File: config.mk
export PLATFORM = sky130hd
export DESIGN_NAME = load_store_queue
export DESIGN_NICKNAME = d
export VERILOG_FILES = /design/src/rtl/load_store_queue_pkg.sv /design/src/rtl/lsq_cdb_match.sv /design/src/rtl/load_store_queue.sv
export SDC_FILE = /design/constraint.sdc
export NUM_CORES = 2
export LEC_CHECK = 0
export CAP_MARGIN = 40
export CORE_ASPECT_RATIO = 1.75
export CORE_MARGIN = 2
export CORE_UTILIZATION = 54
export CTS_CLUSTER_DIAMETER = 120
export DETAILED_ROUTE_END_ITERATION = 6
export DONT_BUFFER_PORTS = 1
export PLACE_DENSITY = 0.74
export SLEW_MARGIN = 10
export SYNTH_ARGS = -nofsm -noshare
export SYNTH_HDL_FRONTEND = slang
export SYNTH_SLANG_ARGS = --single-unit
File: constraint.sdc
create_clock -name clk_in -period 9.3 [get_ports clk_in]
set_input_delay 0.93 -clock clk_in [delete_from_list [all_inputs] [get_ports clk_in]]
set_output_delay 0.93 -clock clk_in [all_outputs]
set_load 0.01 [all_outputs]
File: src/rtl/load_store_queue_pkg.sv
// Shared constants and types for the load/store queue.
// The instruction type field is {store, unsigned, size[1:0]}.
package load_store_queue_pkg;

  localparam int LS_TYPE_BIT     = 4;
  localparam int LS_STORE_POS    = 3;
  localparam int LS_UNSIGNED_POS = 2;
  localparam int LS_SIZE_MSB     = 1;
  localparam int LS_SIZE_LSB     = 0;

  localparam int          LSQ_DEF_SIZE_BIT      = 3;
  localparam int          LSQ_DEF_ROB_WIDTH_BIT = 4;
  localparam logic [31:0] LSQ_DEF_IO_BASE       = 32'h0003_0000;

  typedef enum logic [1:0] {
    LSQ_IDLE,
    LSQ_BUSY,
    LSQ_DRAIN
  } lsq_state_e;

  // Effective address: base plus sign-extended 12-bit immediate.
  function automatic logic [31:0] lsq_eff_addr(input logic [31:0] base, input logic [11:0] off);
    return base + {{20{off[11]}}, off};
  endfunction

endpackage

File: src/rtl/lsq_cdb_match.sv
// Compares one pending operand tag against every CDB port.
// Purely combinational; when several ports carry the tag, the lowest port wins.
module lsq_cdb_match #(
  parameter int ROB_WIDTH_BIT = 4,
  parameter int CDB_PORTS     = 2
) (
  input  logic [ROB_WIDTH_BIT-1:0]           dep_i,
  input  logic                               has_dep_i,
  input  logic [CDB_PORTS-1:0]               cdb_valid_i,
  input  logic [CDB_PORTS*ROB_WIDTH_BIT-1:0] cdb_rob_id_i,
  input  logic [CDB_PORTS*32-1:0]            cdb_value_i,
  output logic                               hit_o,
  output logic [31:0]                        value_o
);

  // Scan from the highest port down so the lowest matching port is written last.
  always_comb begin
    hit_o   = 1'b0;
    value_o = '0;
    for (int p = CDB_PORTS - 1; p >= 0; p--) begin
      if (has_dep_i && cdb_valid_i[p] &&
          (cdb_rob_id_i[p*ROB_WIDTH_BIT +: ROB_WIDTH_BIT] == dep_i)) begin
        hit_o   = 1'b1;
        value_o = cdb_value_i[p*32 +: 32];
      end
    end
  end

endmodule

File: src/rtl/load_store_queue.sv
// In-order load/store queue: collects memory ops from the decoder, wakes their
// operands from the CDB, and sends one cache request at a time from the head.
// Stores and IO loads wait until they own the ROB head; other loads go early.
// Optional build macro LSQ_PERF_CNT_EN adds saturating performance counters.
module load_store_queue
  import load_store_queue_pkg::*;
#(
  parameter int          LSQ_SIZE_BIT  = LSQ_DEF_SIZE_BIT,
  parameter int          ROB_WIDTH_BIT = LSQ_DEF_ROB_WIDTH_BIT,
  parameter int          CDB_PORTS     = 2,
  parameter logic [31:0] IO_BASE       = LSQ_DEF_IO_BASE
) (
  input  logic                               clk_in,
  input  logic                               rst_n_in,
  input  logic                               rdy_in,
  input  logic                               inst_valid,
  input  logic [LS_TYPE_BIT-1:0]             inst_type,
  input  logic [31:0]                        inst_r1,
  input  logic [31:0]                        inst_r2,
  input  logic [ROB_WIDTH_BIT-1:0]           inst_dep1,
  input  logic [ROB_WIDTH_BIT-1:0]           inst_dep2,
  input  logic                               inst_has_dep1,
  input  logic                               inst_has_dep2,
  input  logic [11:0]                        inst_offset,
  input  logic [ROB_WIDTH_BIT-1:0]           inst_rob_id,
  output logic                               full,
  input  logic [CDB_PORTS-1:0]               cdb_valid,
  input  logic [CDB_PORTS*ROB_WIDTH_BIT-1:0] cdb_rob_id,
  input  logic [CDB_PORTS*32-1:0]            cdb_value,
  input  logic                               rob_empty,
  input  logic [ROB_WIDTH_BIT-1:0]           rob_head_id,
  input  logic                               rob_clear,
  output logic                               cache_valid,
  output logic                               cache_wr,
  output logic [2:0]                         cache_size,
  output logic [31:0]                        cache_addr,
  output logic [31:0]                        cache_value,
  input  logic                               cache_ready,
  input  logic [31:0]                        cache_res,
  output logic                               lsq_ready,
  output logic [ROB_WIDTH_BIT-1:0]           lsq_rob_id,
  output logic [31:0]                        lsq_value
`ifdef LSQ_PERF_CNT_EN
  ,
  output logic [31:0]                        perf_loads,
  output logic [31:0]                        perf_stores,
  output logic [31:0]                        perf_stall_cycles
`endif
);

  localparam int                     LSQ_SIZE = 1 << LSQ_SIZE_BIT;
  localparam logic [LSQ_SIZE_BIT:0]  CNT_FULL = (LSQ_SIZE_BIT + 1)'(LSQ_SIZE);

  // Entry storage
  logic                     busy_q     [LSQ_SIZE];
  logic [LS_TYPE_BIT-1:0]   type_q     [LSQ_SIZE];
  logic [31:0]              r1_q       [LSQ_SIZE];
  logic [31:0]              r2_q       [LSQ_SIZE];
  logic [ROB_WIDTH_BIT-1:0] dep1_q     [LSQ_SIZE];
  logic [ROB_WIDTH_BIT-1:0] dep2_q     [LSQ_SIZE];
  logic                     has_dep1_q [LSQ_SIZE];
  logic                     has_dep2_q [LSQ_SIZE];
  logic [11:0]              offset_q   [LSQ_SIZE];
  logic [ROB_WIDTH_BIT-1:0] rob_id_q   [LSQ_SIZE];

  logic [LSQ_SIZE_BIT-1:0] head_q, tail_q;
  logic [LSQ_SIZE_BIT:0]   count_q;
  lsq_state_e              state_q;

  // Registered cache/result outputs plus what the in-flight request was
  logic                     cache_valid_q, cache_wr_q;
  logic [2:0]               cache_size_q;
  logic [31:0]              cache_addr_q, cache_value_q;
  logic                     lsq_ready_q;
  logic [ROB_WIDTH_BIT-1:0] lsq_rob_id_q, inflight_rob_q;
  logic [31:0]              lsq_value_q;
  logic                     inflight_store_q;

  logic        push_en, pop_en, flush, do_issue;
  logic        push_hit1, push_hit2;
  logic [31:0] push_val1, push_val2;
  logic [31:0] head_addr;
  logic        head_store, head_io, head_ready, head_at_commit, issue_ok;

  assign full = (count_q == CNT_FULL);

  // While rdy_in is low only the cache return is processed; everything else holds.
  assign flush   = rdy_in && rob_clear;
  assign push_en = rdy_in && inst_valid && !full && !rob_clear;
  assign pop_en  = cache_ready && (state_q == LSQ_BUSY) && !flush;

  assign head_addr      = lsq_eff_addr(r1_q[head_q], offset_q[head_q]);
  assign head_store     = type_q[head_q][LS_STORE_POS];
  assign head_io        = (head_addr >= IO_BASE);
  assign head_ready     = busy_q[head_q] && !has_dep1_q[head_q] && !has_dep2_q[head_q];
  assign head_at_commit = !rob_empty && (rob_head_id == rob_id_q[head_q]);
  assign issue_ok       = head_ready && ((!head_store && !head_io) || head_at_commit);
  assign do_issue       = rdy_in && !rob_clear && (state_q == LSQ_IDLE) && issue_ok;

  // Operands broadcast in the same cycle as the push are captured directly.
  lsq_cdb_match #(.ROB_WIDTH_BIT(ROB_WIDTH_BIT), .CDB_PORTS(CDB_PORTS)) u_push_match1 (
    .dep_i(inst_dep1), .has_dep_i(inst_has_dep1), .cdb_valid_i(cdb_valid),
    .cdb_rob_id_i(cdb_rob_id), .cdb_value_i(cdb_value), .hit_o(push_hit1), .value_o(push_val1)
  );
  lsq_cdb_match #(.ROB_WIDTH_BIT(ROB_WIDTH_BIT), .CDB_PORTS(CDB_PORTS)) u_push_match2 (
    .dep_i(inst_dep2), .has_dep_i(inst_has_dep2), .cdb_valid_i(cdb_valid),
    .cdb_rob_id_i(cdb_rob_id), .cdb_value_i(cdb_value), .hit_o(push_hit2), .value_o(push_val2)
  );

  for (genvar gi = 0; gi < LSQ_SIZE; gi++) begin : g_entry
    logic        hit1, hit2;
    logic [31:0] val1, val2;
    logic        wr_here, pop_here;

    lsq_cdb_match #(.ROB_WIDTH_BIT(ROB_WIDTH_BIT), .CDB_PORTS(CDB_PORTS)) u_match1 (
      .dep_i(dep1_q[gi]), .has_dep_i(has_dep1_q[gi]), .cdb_valid_i(cdb_valid),
      .cdb_rob_id_i(cdb_rob_id), .cdb_value_i(cdb_value), .hit_o(hit1), .value_o(val1)
    );
    lsq_cdb_match #(.ROB_WIDTH_BIT(ROB_WIDTH_BIT), .CDB_PORTS(CDB_PORTS)) u_match2 (
      .dep_i(dep2_q[gi]), .has_dep_i(has_dep2_q[gi]), .cdb_valid_i(cdb_valid),
      .cdb_rob_id_i(cdb_rob_id), .cdb_value_i(cdb_value), .hit_o(hit2), .value_o(val2)
    );

    assign wr_here  = push_en && (tail_q == LSQ_SIZE_BIT'(gi));
    assign pop_here = pop_en && (head_q == LSQ_SIZE_BIT'(gi));

    // Allocate on push, wake operands from the CDB, release on pop or flush.
    always_ff @(posedge clk_in or negedge rst_n_in) begin
      if (!rst_n_in) begin
        busy_q[gi]     <= 1'b0;
        type_q[gi]     <= '0;
        r1_q[gi]       <= '0;
        r2_q[gi]       <= '0;
        dep1_q[gi]     <= '0;
        dep2_q[gi]     <= '0;
        has_dep1_q[gi] <= 1'b0;
        has_dep2_q[gi] <= 1'b0;
        offset_q[gi]   <= '0;
        rob_id_q[gi]   <= '0;
      end else if (flush) begin
        busy_q[gi]     <= 1'b0;
        has_dep1_q[gi] <= 1'b0;
        has_dep2_q[gi] <= 1'b0;
      end else if (wr_here) begin
        busy_q[gi]     <= 1'b1;
        type_q[gi]     <= inst_type;
        r1_q[gi]       <= push_hit1 ? push_val1 : inst_r1;
        r2_q[gi]       <= push_hit2 ? push_val2 : inst_r2;
        dep1_q[gi]     <= inst_dep1;
        dep2_q[gi]     <= inst_dep2;
        has_dep1_q[gi] <= inst_has_dep1 && !push_hit1;
        has_dep2_q[gi] <= inst_has_dep2 && !push_hit2;
        offset_q[gi]   <= inst_offset;
        rob_id_q[gi]   <= inst_rob_id;
      end else if (pop_here) begin
        busy_q[gi] <= 1'b0;
      end else if (rdy_in && busy_q[gi]) begin
        if (hit1) begin
          r1_q[gi]       <= val1;
          has_dep1_q[gi] <= 1'b0;
        end
        if (hit2) begin
          r2_q[gi]       <= val2;
          has_dep2_q[gi] <= 1'b0;
        end
      end
    end
  end

  // Head/tail/count bookkeeping; push and pop together leave count unchanged.
  always_ff @(posedge clk_in or negedge rst_n_in) begin
    if (!rst_n_in) begin
      head_q  <= '0;
      tail_q  <= '0;
      count_q <= '0;
    end else if (flush) begin
      head_q  <= '0;
      tail_q  <= '0;
      count_q <= '0;
    end else begin
      if (push_en) tail_q <= tail_q + 1'b1;
      if (pop_en)  head_q <= head_q + 1'b1;
      count_q <= count_q + {{LSQ_SIZE_BIT{1'b0}}, push_en} - {{LSQ_SIZE_BIT{1'b0}}, pop_en};
    end
  end

  // Request FSM with registered cache and result outputs.
  always_ff @(posedge clk_in or negedge rst_n_in) begin
    if (!rst_n_in) begin
      state_q          <= LSQ_IDLE;
      cache_valid_q    <= 1'b0;
      cache_wr_q       <= 1'b0;
      cache_size_q     <= '0;
      cache_addr_q     <= '0;
      cache_value_q    <= '0;
      lsq_ready_q      <= 1'b0;
      lsq_rob_id_q     <= '0;
      lsq_value_q      <= '0;
      inflight_rob_q   <= '0;
      inflight_store_q <= 1'b0;
    end else begin
      lsq_ready_q <= 1'b0;
      case (state_q)
        LSQ_IDLE: begin
          if (do_issue) begin
            state_q          <= LSQ_BUSY;
            cache_valid_q    <= 1'b1;
            cache_wr_q       <= head_store;
            cache_size_q     <= {type_q[head_q][LS_UNSIGNED_POS], type_q[head_q][LS_SIZE_MSB:LS_SIZE_LSB]};
            cache_addr_q     <= head_addr;
            cache_value_q    <= head_store ? r2_q[head_q] : 32'd0;
            inflight_rob_q   <= rob_id_q[head_q];
            inflight_store_q <= head_store;
          end
        end
        LSQ_BUSY: begin
          if (cache_ready) begin
            state_q       <= LSQ_IDLE;
            cache_valid_q <= 1'b0;
            // A flush arriving with the return still suppresses the result.
            if (!flush) begin
              lsq_ready_q  <= 1'b1;
              lsq_rob_id_q <= inflight_rob_q;
              lsq_value_q  <= inflight_store_q ? 32'd0 : cache_res;
            end
          end else if (flush) begin
            state_q <= LSQ_DRAIN;
          end
        end
        LSQ_DRAIN: begin
          if (cache_ready) begin
            state_q       <= LSQ_IDLE;
            cache_valid_q <= 1'b0;
          end
        end
        default: state_q <= LSQ_IDLE;
      endcase
    end
  end

  assign cache_valid = cache_valid_q;
  assign cache_wr    = cache_wr_q;
  assign cache_size  = cache_size_q;
  assign cache_addr  = cache_addr_q;
  assign cache_value = cache_value_q;
  assign lsq_ready   = lsq_ready_q;
  assign lsq_rob_id  = lsq_rob_id_q;
  assign lsq_value   = lsq_value_q;

`ifdef LSQ_PERF_CNT_EN
  logic [31:0] perf_loads_q, perf_stores_q, perf_stall_q;
  logic        done_ok;

  assign done_ok = pop_en;

  // Saturating counters of completed ops and head stall cycles.
  always_ff @(posedge clk_in or negedge rst_n_in) begin
    if (!rst_n_in) begin
      perf_loads_q  <= '0;
      perf_stores_q <= '0;
      perf_stall_q  <= '0;
    end else begin
      if (done_ok && !inflight_store_q && (perf_loads_q != '1))
        perf_loads_q <= perf_loads_q + 32'd1;
      if (done_ok && inflight_store_q && (perf_stores_q != '1))
        perf_stores_q <= perf_stores_q + 32'd1;
      if (rdy_in && (state_q == LSQ_IDLE) && busy_q[head_q] && !issue_ok && (perf_stall_q != '1))
        perf_stall_q <= perf_stall_q + 32'd1;
    end
  end

  assign perf_loads        = perf_loads_q;
  assign perf_stores       = perf_stores_q;
  assign perf_stall_cycles = perf_stall_q;
`endif

endmodule
==> impl_metrics.csv <==
group,metric,value,unit
sta,timing.setup.tns,0,ns
detailed_routing,dr.pass1.iters,7,
sta,whs,0.3347,ns
global_routing,grt_max_degree,883,
finish,drive_gt1_frac,0.1061,
worst_hold_path,min_path_cells,2,
power,peakVddDrop,0.1498,mV
worst_setup_path,critPathTopFamily,"simple AND/OR/NAND/NOR gates",
clocking,tritoncts.num_buffers,86,
yosys,synth_cell_types,65,
global_routing,first_global_vias,46860,
worst_setup_path,critical_path_buf_inv_count,3,
detailed_routing,vias_per_cell,6.918,
sta,min_period_over_period,0.7955,
worst_setup_path,path_max_fanout,52,
sta,setup_slack,1.902,ns
worst_setup_path,max_stage_delay,0.99,ns
clocking,post_cts_resized,0,
die,die_area,99880,µm²
sta,rsz0062_at_grt,"false",
yosys,synthesis.nets,6135,
worst_setup_path,slowest_stage,"clkinv_2",
yosys,synthArstFlopShare,1.000,
placed_design,port-buffer-count,0,
worst_hold_path,min_path_type,"in -> reg",
worst_setup_path,crit_chain,"clkinv_2, buf_4, nand2_1, nand2_1, ha_1, nand4_1, a2111oi_0, o31ai_1, o211a_1, o311ai_0, nand3b_1, or4_1, or4_1, and2_4, buf_4, mux2_4",
clocking,clk_pin_slew_worst_paths,0.07,ns
worst_setup_path,crit_arrival,7.97,ns
yosys,ys_seq_area_frac,0.4202,
yosys,netlist_area,52530,µm²
yosys,yosys-top-cells-area,"dfrtp_1, nand2_1, mux4_2",
clocking,clock-sinks,882,
sta,maxSlewHeadroom,-0.03844,
sta,setup_viol,0,
detailed_routing,drc,0,
power,leakagePower,25.45,nW
global_routing,grt_use_total,0.3827,
yosys,ys_warn_count,0,
finish,nets,5680,
detailed_routing,wl_per_cell,28.39,µm
placed_design,post-place-ws,2.020,ns
worst_setup_path,rrSetupSlack,1.90,ns
power,power_density,221.5,nW/µm²
yosys,yosys.area.top_type,"dfrtp_1",
clocking,clock-root-buffer,"clkbuf_16",
sta,slew_viol_final,167,
yosys,netlist_instances,5871,
global_routing,overflow,0,
global_routing,grt_antenna_before_repair,5,
die,initial_core_util,0.5441,
yosys,synth-edff-count,0,
worst_setup_path,worst-path-stages,16,
global_routing,grt_pass1_wl,288700,µm
yosys,yosysTopAreaCellShare,0.4202,
worst_hold_path,hold_path_end,"dep2_q[31]$_DFFE_PN0P_",
worst_setup_path,r2r-start,"head_q[2]$_DFFE_PN0P_",
worst_setup_path,cp-start-kind,"flip-flop",
yosys,synthFlopType,"dfrtp_1",
clocking,postCtsSetupBuffers,0,
worst_setup_path,required,9.87,ns
sta,hold_viol,0,
sta,worst_pin_slew,1.558,ns
detailed_routing,vias,46930,
run_status,status,"complete, but fails checks",
die,core-area,96540,µm²
worst_setup_path,end_kind,"flip-flop",
detailed_routing,drt_wl_total,192600,µm
worst_setup_path,reg2reg_to,"cache_value[7]$_DFFE_PN0P_",
worst_hold_path,holdCritStartpoint,"inst_dep2[3]",
detailed_routing,antenna_left,0,
die,rows,151,
worst_setup_path,reg2regPathDepth,16,
sta,period_needed,7.398,ns
job,drv_cap,0,
placed_design,place_hpwl,118100,µm
worst_setup_path,crit_path_start,"head_q[2]$_DFFE_PN0P_",
finish,area_delta_synth_final,6.270,%
yosys,syn_area_per_cell,8.947,µm²
die,ios,318,
clocking,clk_path_buf_depth,3,
die,die_w,239.8,µm
die,dieHeight,416.6,µm
run_status,failed_checks,"max-slew violations",
clocking,cts_tree,"done",
sta,fmax,135.2,MHz
clocking,clk-insertion-delay-late,0.70,ns
clocking,ctsHtreeMaxLevel,3,
placed_design,gp_congestion,0.9641,
yosys,ys_seq_elements,882,
worst_setup_path,critPathKind,"reg -> reg",
sta,clock_skew,0.02646,ns
detailed_routing,drtIter0Drc,6320,
## worst register-to-register path: cells and delay by family (launching register included)
family | cells | cell delay, ns
simple gates | 7 | 2.07
buf+inv | 3 | 1.95
compound gates | 4 | 1.41
flops | 1 | 0.95
fa+ha+maj | 1 | 0.46
mux | 1 | 0.43
## placed cells by master (no fill, tap or decap), types with 57 or more instances in the layout
cell type  count
nand2_1     1269
dfrtp_1      879
o21ai_0      731
a21oi_1      402
nor2_1       361
mux2i_1      208
a22oi_1      194
a221o_1      193
mux4_2       168
a22o_1       130
xor2_1       110
clkbuf_16     87
buf_4         85
mux2_2        58
mux2_4        57
## cells by family after synthesis
logic type | share of synthesized area
AOI/OAI and AO/OA | 0.2072
adders and majority gates | 0.01291
xor gates and xnor gates | 0.02635
DFF | 0.4202
and+or+nand+nor | 0.1406
buffers and inverters | 0.05222
muxes | 0.1406
## metal layers
| layer | share of wire | wire (µm) | track usage |
|---|---|---|---|
| met1 | 0.34 | 65210 | 0.4381 |
| met2 | 0.47 | 90430 | 0.6173 |
| met3 | 0.11 | 20700 | 0.09304 |
| met4 | 0.084 | 16200 | 0.2888 |
| met5 | 0.00015 | 28 | 0 |
## through the flow
step / util / power (mW) / instance area (µm²) / cells
after CTS: 0.5764 / 12.24 / 55650 / 6771
after global routing: 0.5781 / 12.91 / 55810 / 6781
after global placement: 0.5451 / 8.493 / 52630 / 6614
final: 0.5782 / 12.36 / 55820 / 6783
after floorplan: - / 7.653 / 52530 / 5871
after detailed placement: 0.5470 / 8.617 / 52810 / 6621
## Yosys cell counts, types with 5 or more instances
| library cell | number |
|---|---|
| nand2_1 | 1275 |
| dfrtp_1 | 882 |
| o21ai_0 | 731 |
| clkbuf_1 | 515 |
| a21oi_1 | 407 |
| nor2_1 | 375 |
| mux2i_1 | 209 |
| a22oi_1 | 194 |
| a221o_1 | 193 |
| mux4_2 | 168 |
| a22o_1 | 130 |
| buf_1 | 114 |
| xor2_1 | 110 |
| mux2_2 | 58 |
| mux2_4 | 57 |
| inv_1 | 52 |
| ha_1 | 51 |
| nand3_1 | 48 |
| xnor2_1 | 48 |
| nand4_1 | 45 |
| nor3_1 | 33 |
| and2_1 | 16 |
| nor4_1 | 13 |
| a31oi_1 | 11 |
| nand2b_1 | 11 |
| and3_1 | 10 |
| o211ai_1 | 9 |
| o22ai_1 | 8 |
| a211oi_1 | 7 |
| a21o_1 | 7 |
| buf_12 | 7 |
| buf_2 | 7 |
| nor2b_1 | 7 |
| a2111oi_0 | 5 |
## registers in the layout, summed over array words and instances (netlist names), 3 cells and up
| register | count |
|---|---|
| lsq_rob_id | 4 |
| count_q | 4 |
| head_q | 3 |
| lsq_value | 32 |
| dep1_q | 32 |
| rob_id_q | 32 |
| cache_size | 3 |
| dep2_q | 32 |
| has_dep2_q | 8 |
| r2_q | 256 |
| cache_value | 32 |
| busy_q | 8 |
| has_dep1_q | 8 |
| inflight_rob_q | 4 |
| cache_addr | 32 |
| r1_q | 256 |
| type_q | 32 |
| tail_q | 3 |
| offset_q | 96 |
## how the worst max path moves through the flow
stage,end,slack [ns]
6_report,cache_value[7]$_DFFE_PN0P_,1.90
5_1_grt,cache_value[31]$_DFFE_PN0P_,1.74
4_1_cts,cache_value[7]$_DFFE_PN0P_,2.01
3_5_place_dp,cache_value[7]$_DFFE_PN0P_,2.02
3_3_place_gp,cache_value[7]$_DFFE_PN0P_,2.12
2_1_floorplan,cache_addr[0]$_DFFE_PN0P_,2.45
## area by class of cell
class                           count  area (µm²)
Clock inverter                     26       326.6
Tap cell                         1300        1627
Antenna cell                        5       12.51
Timing Repair Buffer              101        1023
Fill cell                        8294       40730
Multi-Input combinational cell   4293       28030
Sequential cell                   882       22080
Inverter                           52       196.4
Clock buffer                      124        2516
## power breakdown
part	internal [mW]	total, mW	switching [mW]	leakage [nW]
clock	2.05	3.66	1.61	1.39
sequential	4.62	5.26	0.639	11.8
combinational	1.50	3.44	1.95	12.3
total	8.17	12.4	4.20	25.5
(Power assumes the default switching activity.)
